`src/rtl/mem_bus_arbiter.sv`:
```
// mem_bus_arbiter: shares one memory bus between instruction fetch (IFU) and the
// load/store path (LSU). One outstanding transaction at a time; LSU has priority,
// but after MAX_LSU_BURST consecutive LSU wins over a waiting IFU, the IFU is
// forced a turn. A watchdog aborts transactions that stall for TIMEOUT cycles.
//
// Ports:
//   clk, rst            clock, synchronous active-low reset
//   ifu_*               fetch request / grant / response channel
//   lsu_*               load/store request / grant / response channel
//   bus_*               shared memory bus master interface
//   hold_o              stall request to pipeline control while an LSU access is pending
module mem_bus_arbiter #(
  parameter int unsigned ADDR_W        = 32,
  parameter int unsigned DATA_W        = 32,
  parameter int unsigned MAX_LSU_BURST = 4,
  parameter int unsigned TIMEOUT       = 255
) (
  input  logic                clk,
  input  logic                rst,
  input  logic                ifu_req,
  input  logic [ADDR_W-1:0]   ifu_addr,
  output logic                ifu_gnt,
  output logic                ifu_rvalid,
  output logic                ifu_err,
  output logic [DATA_W-1:0]   ifu_rdata,
  input  logic                lsu_req,
  input  logic                lsu_we,
  input  logic [ADDR_W-1:0]   lsu_addr,
  input  logic [DATA_W-1:0]   lsu_wdata,
  input  logic [DATA_W/8-1:0] lsu_be,
  output logic                lsu_gnt,
  output logic                lsu_rvalid,
  output logic                lsu_err,
  output logic [DATA_W-1:0]   lsu_rdata,
  output logic                bus_req,
  output logic                bus_we,
  output logic [ADDR_W-1:0]   bus_addr,
  output logic [DATA_W-1:0]   bus_wdata,
  output logic [DATA_W/8-1:0] bus_be,
  input  logic                bus_gnt,
  input  logic                bus_rvalid,
  input  logic [DATA_W-1:0]   bus_rdata,
  output logic                hold_o
);

  localparam int unsigned BeW  = DATA_W / 8;
  localparam int unsigned SwW  = (MAX_LSU_BURST > 0) ? $clog2(MAX_LSU_BURST + 1) : 1;
  // wd_cnt never exceeds TIMEOUT-1, so $clog2(TIMEOUT) bits are enough.
  localparam int unsigned WdW  = (TIMEOUT > 1) ? $clog2(TIMEOUT) : 1;
  localparam logic [SwW-1:0] StarveMax = SwW'(MAX_LSU_BURST);
  localparam logic [WdW-1:0] WdLast    = WdW'((TIMEOUT > 0) ? (TIMEOUT - 1) : 0);

  typedef enum logic [1:0] {StIdle, StAddr, StData} state_e;

  state_e            state_q, state_d;
  logic              owner_lsu_q, owner_lsu_d;
  logic [SwW-1:0]    starve_q, starve_d;
  logic [WdW-1:0]    wd_q, wd_d;
  logic              bus_we_q, bus_we_d;
  logic [ADDR_W-1:0] bus_addr_q, bus_addr_d;
  logic [DATA_W-1:0] bus_wdata_q, bus_wdata_d;
  logic [BeW-1:0]    bus_be_q, bus_be_d;

  logic sel_lsu, sel_ifu, stall, wd_abort, addr_done, data_done;

  always_comb begin
    // IFU only wins against a pending LSU once it has been passed over MAX_LSU_BURST times.
    sel_lsu   = lsu_req && !(ifu_req && (starve_q == StarveMax));
    sel_ifu   = !sel_lsu && ifu_req;
    addr_done = (state_q == StAddr) && bus_gnt;
    data_done = (state_q == StData) && bus_rvalid;
    stall     = ((state_q == StAddr) && !bus_gnt) || ((state_q == StData) && !bus_rvalid);
    wd_abort  = (TIMEOUT != 0) && stall && (wd_q == WdLast);
  end

  always_comb begin
    state_d     = state_q;
    owner_lsu_d = owner_lsu_q;
    starve_d    = starve_q;
    wd_d        = wd_q;
    bus_we_d    = bus_we_q;
    bus_addr_d  = bus_addr_q;
    bus_wdata_d = bus_wdata_q;
    bus_be_d    = bus_be_q;

    unique case (state_q)
      StIdle: begin
        if (sel_lsu) begin
          owner_lsu_d = 1'b1;
          bus_we_d    = lsu_we;
          bus_addr_d  = lsu_addr;
          bus_wdata_d = lsu_wdata;
          bus_be_d    = lsu_be;
          state_d     = StAddr;
          wd_d        = '0;
          if (!ifu_req) begin
            starve_d = '0;
          end else if (starve_q != StarveMax) begin
            starve_d = starve_q + SwW'(1);
          end
        end else if (sel_ifu) begin
          owner_lsu_d = 1'b0;
          bus_we_d    = 1'b0;
          bus_addr_d  = ifu_addr;
          bus_wdata_d = '0;
          bus_be_d    = '1;
          state_d     = StAddr;
          wd_d        = '0;
          starve_d    = '0;
        end
      end
      StAddr: begin
        if (bus_gnt) begin
          state_d = StData;
          wd_d    = '0;
        end else if (wd_abort) begin
          state_d = StIdle;
        end else if (TIMEOUT != 0) begin
          wd_d = wd_q + WdW'(1);
        end
      end
      StData: begin
        if (bus_rvalid || wd_abort) begin
          state_d = StIdle;
        end else if (TIMEOUT != 0) begin
          wd_d = wd_q + WdW'(1);
        end
      end
      default: state_d = StIdle;
    endcase
  end

  always_ff @(posedge clk) begin
    if (!rst) begin
      state_q     <= StIdle;
      owner_lsu_q <= 1'b0;
      starve_q    <= '0;
      wd_q        <= '0;
      bus_we_q    <= 1'b0;
      bus_addr_q  <= '0;
      bus_wdata_q <= '0;
      bus_be_q    <= '0;
    end else begin
      state_q     <= state_d;
      owner_lsu_q <= owner_lsu_d;
      starve_q    <= starve_d;
      wd_q        <= wd_d;
      bus_we_q    <= bus_we_d;
      bus_addr_q  <= bus_addr_d;
      bus_wdata_q <= bus_wdata_d;
      bus_be_q    <= bus_be_d;
    end
  end

  // Requester-side outputs are gated by rst so nothing is forwarded while reset is held.
  always_comb begin
    bus_req    = (state_q == StAddr);
    bus_we     = bus_we_q;
    bus_addr   = bus_addr_q;
    bus_wdata  = bus_wdata_q;
    bus_be     = bus_be_q;
    lsu_gnt    = rst && owner_lsu_q && addr_done;
    ifu_gnt    = rst && !owner_lsu_q && addr_done;
    lsu_rvalid = rst && owner_lsu_q && data_done;
    ifu_rvalid = rst && !owner_lsu_q && data_done;
    lsu_err    = rst && owner_lsu_q && wd_abort;
    ifu_err    = rst && !owner_lsu_q && wd_abort;
    lsu_rdata  = lsu_rvalid ? bus_rdata : '0;
    ifu_rdata  = ifu_rvalid ? bus_rdata : '0;
    hold_o     = rst && (((state_q == StIdle) && lsu_req) ||
                         (owner_lsu_q && (state_q != StIdle) && !data_done && !wd_abort));
  end

endmodule

```
`config.mk`:
```
export PLATFORM = sky130hd
export DESIGN_NAME = mem_bus_arbiter
export DESIGN_NICKNAME = d
export VERILOG_FILES = /design/src/rtl/mem_bus_arbiter.sv
export SDC_FILE = /design/constraint.sdc
export NUM_CORES = 1
export LEC_CHECK = 0
export BUFFER_PORTS_ARGS = -buffer_cell sky130_fd_sc_hd__buf_4
export CAP_MARGIN = 20
export CORE_AREA = 2 2 110 112
export DETAILED_ROUTE_END_ITERATION = 10
export DIE_AREA = 0 0 112 114
export PLACE_DENSITY = 0.68
export SYNTH_ARGS = -nofsm -noshare
export SYNTH_HDL_FRONTEND = slang
export SYNTH_SLANG_ARGS = --single-unit
```
`constraint.sdc`:
```
create_clock -name clk -period 3.36 [get_ports clk]
set_input_delay 0.168 -clock clk [delete_from_list [all_inputs] [get_ports clk]]
set_output_delay 0.168 -clock clk [all_outputs]
set_load 0.01 [all_outputs]
```
Yosys cells after proc, flatten, opt, wreduce, memory -nomap -nowiden
Index checks and enable logic that the tools add are counted.
{"block": "op_classes", "add_sub_neg": 2, "eq_ne": 11, "mux": 27, "reduce_logical": 39}
{"operator": "two-way mux 32 bit", "n": 6}
{"operator": "two-way mux 8 bit", "n": 5}
{"operator": "case mux 8 bit (3 select lines)", "n": 1}
{"operator": "logical AND 1 bit", "n": 21}
{"operator": "two-way mux 3 bit", "n": 4}
{"operator": "two-way mux 2 bit", "n": 5}
{"operator": "!= test 3 bit (second input constant)", "n": 3}
{"operator": "adder 8 x 1 -> 8 bit (second input constant)", "n": 1}
{"operator": "== test 8 bit (second input constant)", "n": 1}
{"operator": "two-way mux 4 bit", "n": 2}
{"operator": "logical NOT 1 bit", "n": 7}
{"operator": "case mux 2 bit (3 select lines)", "n": 1}
{"operator": "AND reduction 3 bit", "n": 2}
{"operator": "AND reduction 4 bit", "n": 1}
{"operator": "nonzero test 2 bit", "n": 2}
{"operator": "adder 3 x 1 -> 3 bit (second input constant)", "n": 1}
{"operator": "== test 3 bit (second input constant)", "n": 1}
{"operator": "logical OR 1 bit", "n": 3}
{"operator": "two-way mux 1 bit", "n": 3}
{"operator": "!= test 3 x 1 -> 1 bit (second input constant)", "n": 1}
{"operator": "!= test 3 x 2 -> 1 bit (second input constant)", "n": 1}
{"operator": "nonzero test 3 bit", "n": 1}
{"operator": "== test 2 x 1 -> 1 bit (second input constant)", "n": 1}
{"operator": "== test 2 bit (second input constant)", "n": 1}
{"operator": "other kinds (4)", "n": 4}
{"block": "totals", "regBits": 83, "input_bits": 139, "out_inout_bits": 141, "word_cells": 87}

Longest topological paths before layout
{"block": "depth", "ltp_word": 9, "ltp_mapped": 9, "ltp_nobuf": 6}

Worst setup path after synthesis
Ideal clock, no wire load.
{"block": "synth_timing", "path_kind": "register to register", "start": "register state_q[0]", "end": "register wd_q[1]", "setup_ns": 0.071, "t_arrival_ns": 1.519, "required_time_ns": 3.289, "setup_slack_ns": 1.770, "stages_incl_launch_ff": 8, "path_buffers": 1, "period_less_slack_ns": 1.590, "path_cell_list": "dfxtp_1 inv_1 ha_1 buf_6 or3b_1 nand2_2 or4_1 a21oi_1"}
{"block": "synth_between", "elab_chain_cells": 7, "word_cells_on_any_way": 14, "cone_classes": "eq/ne: 5; mux: 1; reduce/logical: 8"}
{"item": "start, declared", "line": "55", "rtl": "state_e state_q, state_d;"}
{"item": "start signal, assigned", "line": "135", "rtl": "state_q <= StIdle;"}
{"item": "start signal, assigned", "line": "144", "rtl": "state_q <= state_d;"}
{"item": "== test 2 x 1 -> 1 bit / == test 2 bit (equally long branches)", "line": "72, 86"}
{"item": "logical AND 1 bit", "line": "72", "rtl": "stall = ((state_q == StAddr) && !bus_gnt) || ((state_q == StData) && !bus_rvalid);"}
{"item": "logical OR 1 bit", "line": "72"}
{"item": "logical AND 1 bit", "line": "73", "rtl": "wd_abort = (TIMEOUT != 0) && stall && (wd_q == WdLast);"}
{"item": "logical OR 1 bit", "line": "123", "rtl": "if (bus_rvalid || wd_abort) begin"}
{"item": "!= test 2 bit (no source line)"}
{"item": "AND reduction 4 bit (no source line)"}
{"item": "end signal, assigned", "line": "147", "rtl": "wd_q <= wd_d;"}
{"item": "end, declared", "line": "58", "rtl": "logic [WdW-1:0] wd_q, wd_d;"}
Parallel ways exist; a longest one is shown, timed or not.
A chain may end at the register's enable or synchronous reset.

Worst setup path after layout
{"block": "layout_timing", "start": "register state_q[0]", "end": "register bus_addr_q[0], in the netlist bus_addr[0]"}
{"block": "layout_between", "elab_chain_cells": 2}
{"item": "logical NOT 2 bit", "line": "86", "rtl": "unique case (state_q)"}
{"item": "AND reduction 2 bit (no source line)"}
{"item": "end signal, assigned", "line": "149", "rtl": "bus_addr_q <= bus_addr_d;"}
{"item": "end, declared", "line": "60", "rtl": "logic [ADDR_W-1:0] bus_addr_q, bus_addr_d;"}
No other way between the ends.

==> reports/qor.yml <==
setup_path:
  critPathCaptureType: "flip-flop"
  worst-path-buf-inv: 2
  worstPathCellList: "inv_1, ha_1, o21a_2, buf_4, nor2_1, a311oi_1"
  cpMaxStageDelayCell: "buf_4"
  worstPathRequired_ns: 3.60
  cp-start-kind: "flip-flop"
  crit_path_max_incr_delay_ns: 0.53
  r2r_slack_ns: 1.12
  cp_max_fo: 53
  cp_top_family: "compound AO/OA/AOI/OAI gates"
  critPathArrivalTime_ns: 2.49
  path_class: "reg2reg"
logic_synthesis:
  synth-warning-count: 0
  ys.flop_type: "dfxtp_1"
  synthArstFlopShare: 0
  synthesis.nets: 638
  yosysTopAreaCell: "dfxtp_1"
  syn-instance-count: 492
  ys_ff_latch: 83
  ys_top_cells_by_area: "dfxtp_1, and2_1, nor2_1"
  synth_edf_count: 0
  yosysSeqAreaShare: 0.412
  syn_area_um2: 4040
  syn_area_per_cell_um2: 8.20
  yosysUniqueCellTypes: 43
  synth_top_area_share: 0.412
detailed_routing:
  wl_per_cell_um: 15.5
  viasPerCell: 5.02
  route.detailed.drc: 0
  drt_iter0_drc: 318
  wirelength_mm: 14.0
  ant_nets: 0
  vias: 4517
  drt_first_pass_iters: 5
grt:
  antenna_found_initial: 0
  grt_overflow: 0
  grt_max_degree: 54
  grt_pass1_vias: 4293
  grt_pass1_wl_mm: 21.8
  grt_use_total: 0.211
cells_and_area:
  fin_cells: 899
  antenna_cells: 0
  nets: 893
  drive_gt1_frac: 0.420
  area_growth_pct: 60.7
sta:
  slew_headroom: 0.444
  worst_pin_slew_ns: 0.833
  finalCritPeriodShare: 0.668
  slew_violations: 0
  grt_setup_unrepaired: "no"
  fin_tns_setup_ns: 0
  period_needed_ns: 2.24
  skew_ns: 0.00771
  fmax_ghz: 0.446
  setup_viol: 0
  hold_viol_final: 0
power_and_ir_drop:
  p_leak_nw: 3.06
  p_per_area_nw_per_um2: 431
  ir_drop_mv: 0.345
  total_power_mw: 2.80
floorplanning:
  die_area_um2: 12800
  die_y_um: 114
  die_w_um: 112
  core_area_um2: 11700
  ioPinCount: 280
  rows: 40
  start_util: 0.345
clock_tree:
  cts_tree: "built"
  cts_max_path_buffers: 2
  clock_latency_ns: 0.34
  post_cts_buffers: 0
  h-tree-depth: 3
  cts_made_buffers: 9
  clk_pin_slew_ns: 0.06
  hold_buffers: 0
  clock_sinks: 83
  ctsResizeCount: 0
  root_buffer: "clkbuf_16"
hold_path:
  hold_path.class: "in2reg"
placement:
  dp.cells: 882
  place_congestion: 0.853
  portBuffers: 279
  dpl.hpwl_mm: 10.5
job:
  drv_cap: 0
run_status:
  status: "complete, no violations"
## registers in the layout, indices dropped and copies added, names as in the netlist
name and cells:
bus_addr 32, bus_wdata 32, wd_q 8, bus_be 4, starve_q 3, state_q 2
bus_we 1, owner_lsu_q 1
## worst min-delay path, stage by stage
cell and delay [ns]:
buf_4 0.08, a22oi_1 0.05, nor2_1 0.07
## cells in the mapped netlist (4+ instances only)
| cell type | n |
|---|---|
| dfxtp_1 | 83 |
| nor2_1 | 77 |
| and2_1 | 65 |
| nand2_1 | 48 |
| nand3_1 | 35 |
| a22oi_1 | 33 |
| a311oi_1 | 32 |
| clkbuf_1 | 23 |
| buf_2 | 16 |
| ha_1 | 7 |
| inv_1 | 7 |
| o22ai_1 | 6 |
| o21ai_0 | 5 |
| a21oi_1 | 4 |
| o221a_2 | 4 |
## layout by cell type (no fill, tap or decap), drive strengths merged
| master | synthesis | final |
|---|---|---|
| inv | 8 | 9 |
| nand2b | 4 | 4 |
| a211o | 2 | 2 |
| nand4b | 3 | 3 |
| bufinv | 0 | 1 |
| o211a | 3 | 3 |
| nand3b | 1 | 1 |
| dfxtp | 83 | 83 |
| a311oi | 32 | 32 |
| a31oi | 3 | 3 |
| a21oi | 4 | 4 |
| and3 | 2 | 2 |
| a21bo | 1 | 1 |
| nor2 | 77 | 77 |
| a21boi | 1 | 1 |
| clkbuf | 23 | 10 |
| nand4 | 3 | 3 |
| a2bb2oi | 2 | 2 |
| and2 | 65 | 65 |
| o221a | 4 | 4 |
| ha | 7 | 7 |
| or3b | 1 | 1 |
| or3 | 3 | 3 |
| a22oi | 33 | 33 |
| a211oi | 4 | 4 |
| nand3 | 37 | 37 |
| o21ai | 6 | 6 |
| clkinv | 0 | 2 |
| clkinvlp | 0 | 2 |
| o21a | 1 | 1 |
| or4 | 3 | 3 |
| nand2 | 49 | 49 |
| nor3b | 1 | 1 |
| o22ai | 6 | 6 |
| buf | 19 | 286 |
| o32ai | 1 | 1 |
## stage by stage
step,instance area (um^2),util,hold slack (ns),worst slack [ns]
6_report,6480,0.554,0.0620,1.12
5_1_grt,6480,0.554,0.0713,0.859
4_1_cts,6470,0.552,0.0551,0.896
3_5_place_dp,6170,0.527,0.411,0.906
3_3_place_gp,6170,0.527,0.406,1.02
2_1_floorplan,4040,-,0.316,1.77
## report_power, final
group          switching [mW]  total (mW)  leakage [nW]  internal, mW
clock network           0.399       0.995         0.145         0.595
logic                   0.333       0.671          2.24         0.338
registers              0.0521        1.13         0.683          1.08
## area by class of cell
class / count / area, um^2
fill: 1092 / 5230
timing repair buffer: 286 / 2150
multi-input combinational: 359 / 2150
sequential: 83 / 1660
clock buffer: 10 / 239
tap: 147 / 184
clock inverter: 6 / 63.8
inverter: 8 / 30.0
## final timing paths
check                                 from     endpoint  cells after the start
worst min-delay path                lsu_we       bus_we                      3
worst min register to register     wd_q[7]      wd_q[7]                      2
worst max register to register  state_q[0]  bus_addr[0]                      6
worst max-delay path            state_q[0]  bus_addr[0]                      6
## routing by layer
metal / vias up / wire [um] / share of wire / global-route usage
met5: - / 0 / 0 / 0
met4: 0 / 197 / 0.014 / 0.0732
met3: 16 / 1070 / 0.077 / 0.0515
met2: 188 / 7090 / 0.51 / 0.368
met1: 2062 / 5600 / 0.40 / 0.255
li1: 2251 / - / - / -
## kinds of logic after synthesis
logic type,synth area share
fa+ha+maj,0.0217
simple gates,0.307
buf+inv,0.0552
flops,0.412
compound gates,0.204
Note: power is estimated with default switching activity, not from simulation.
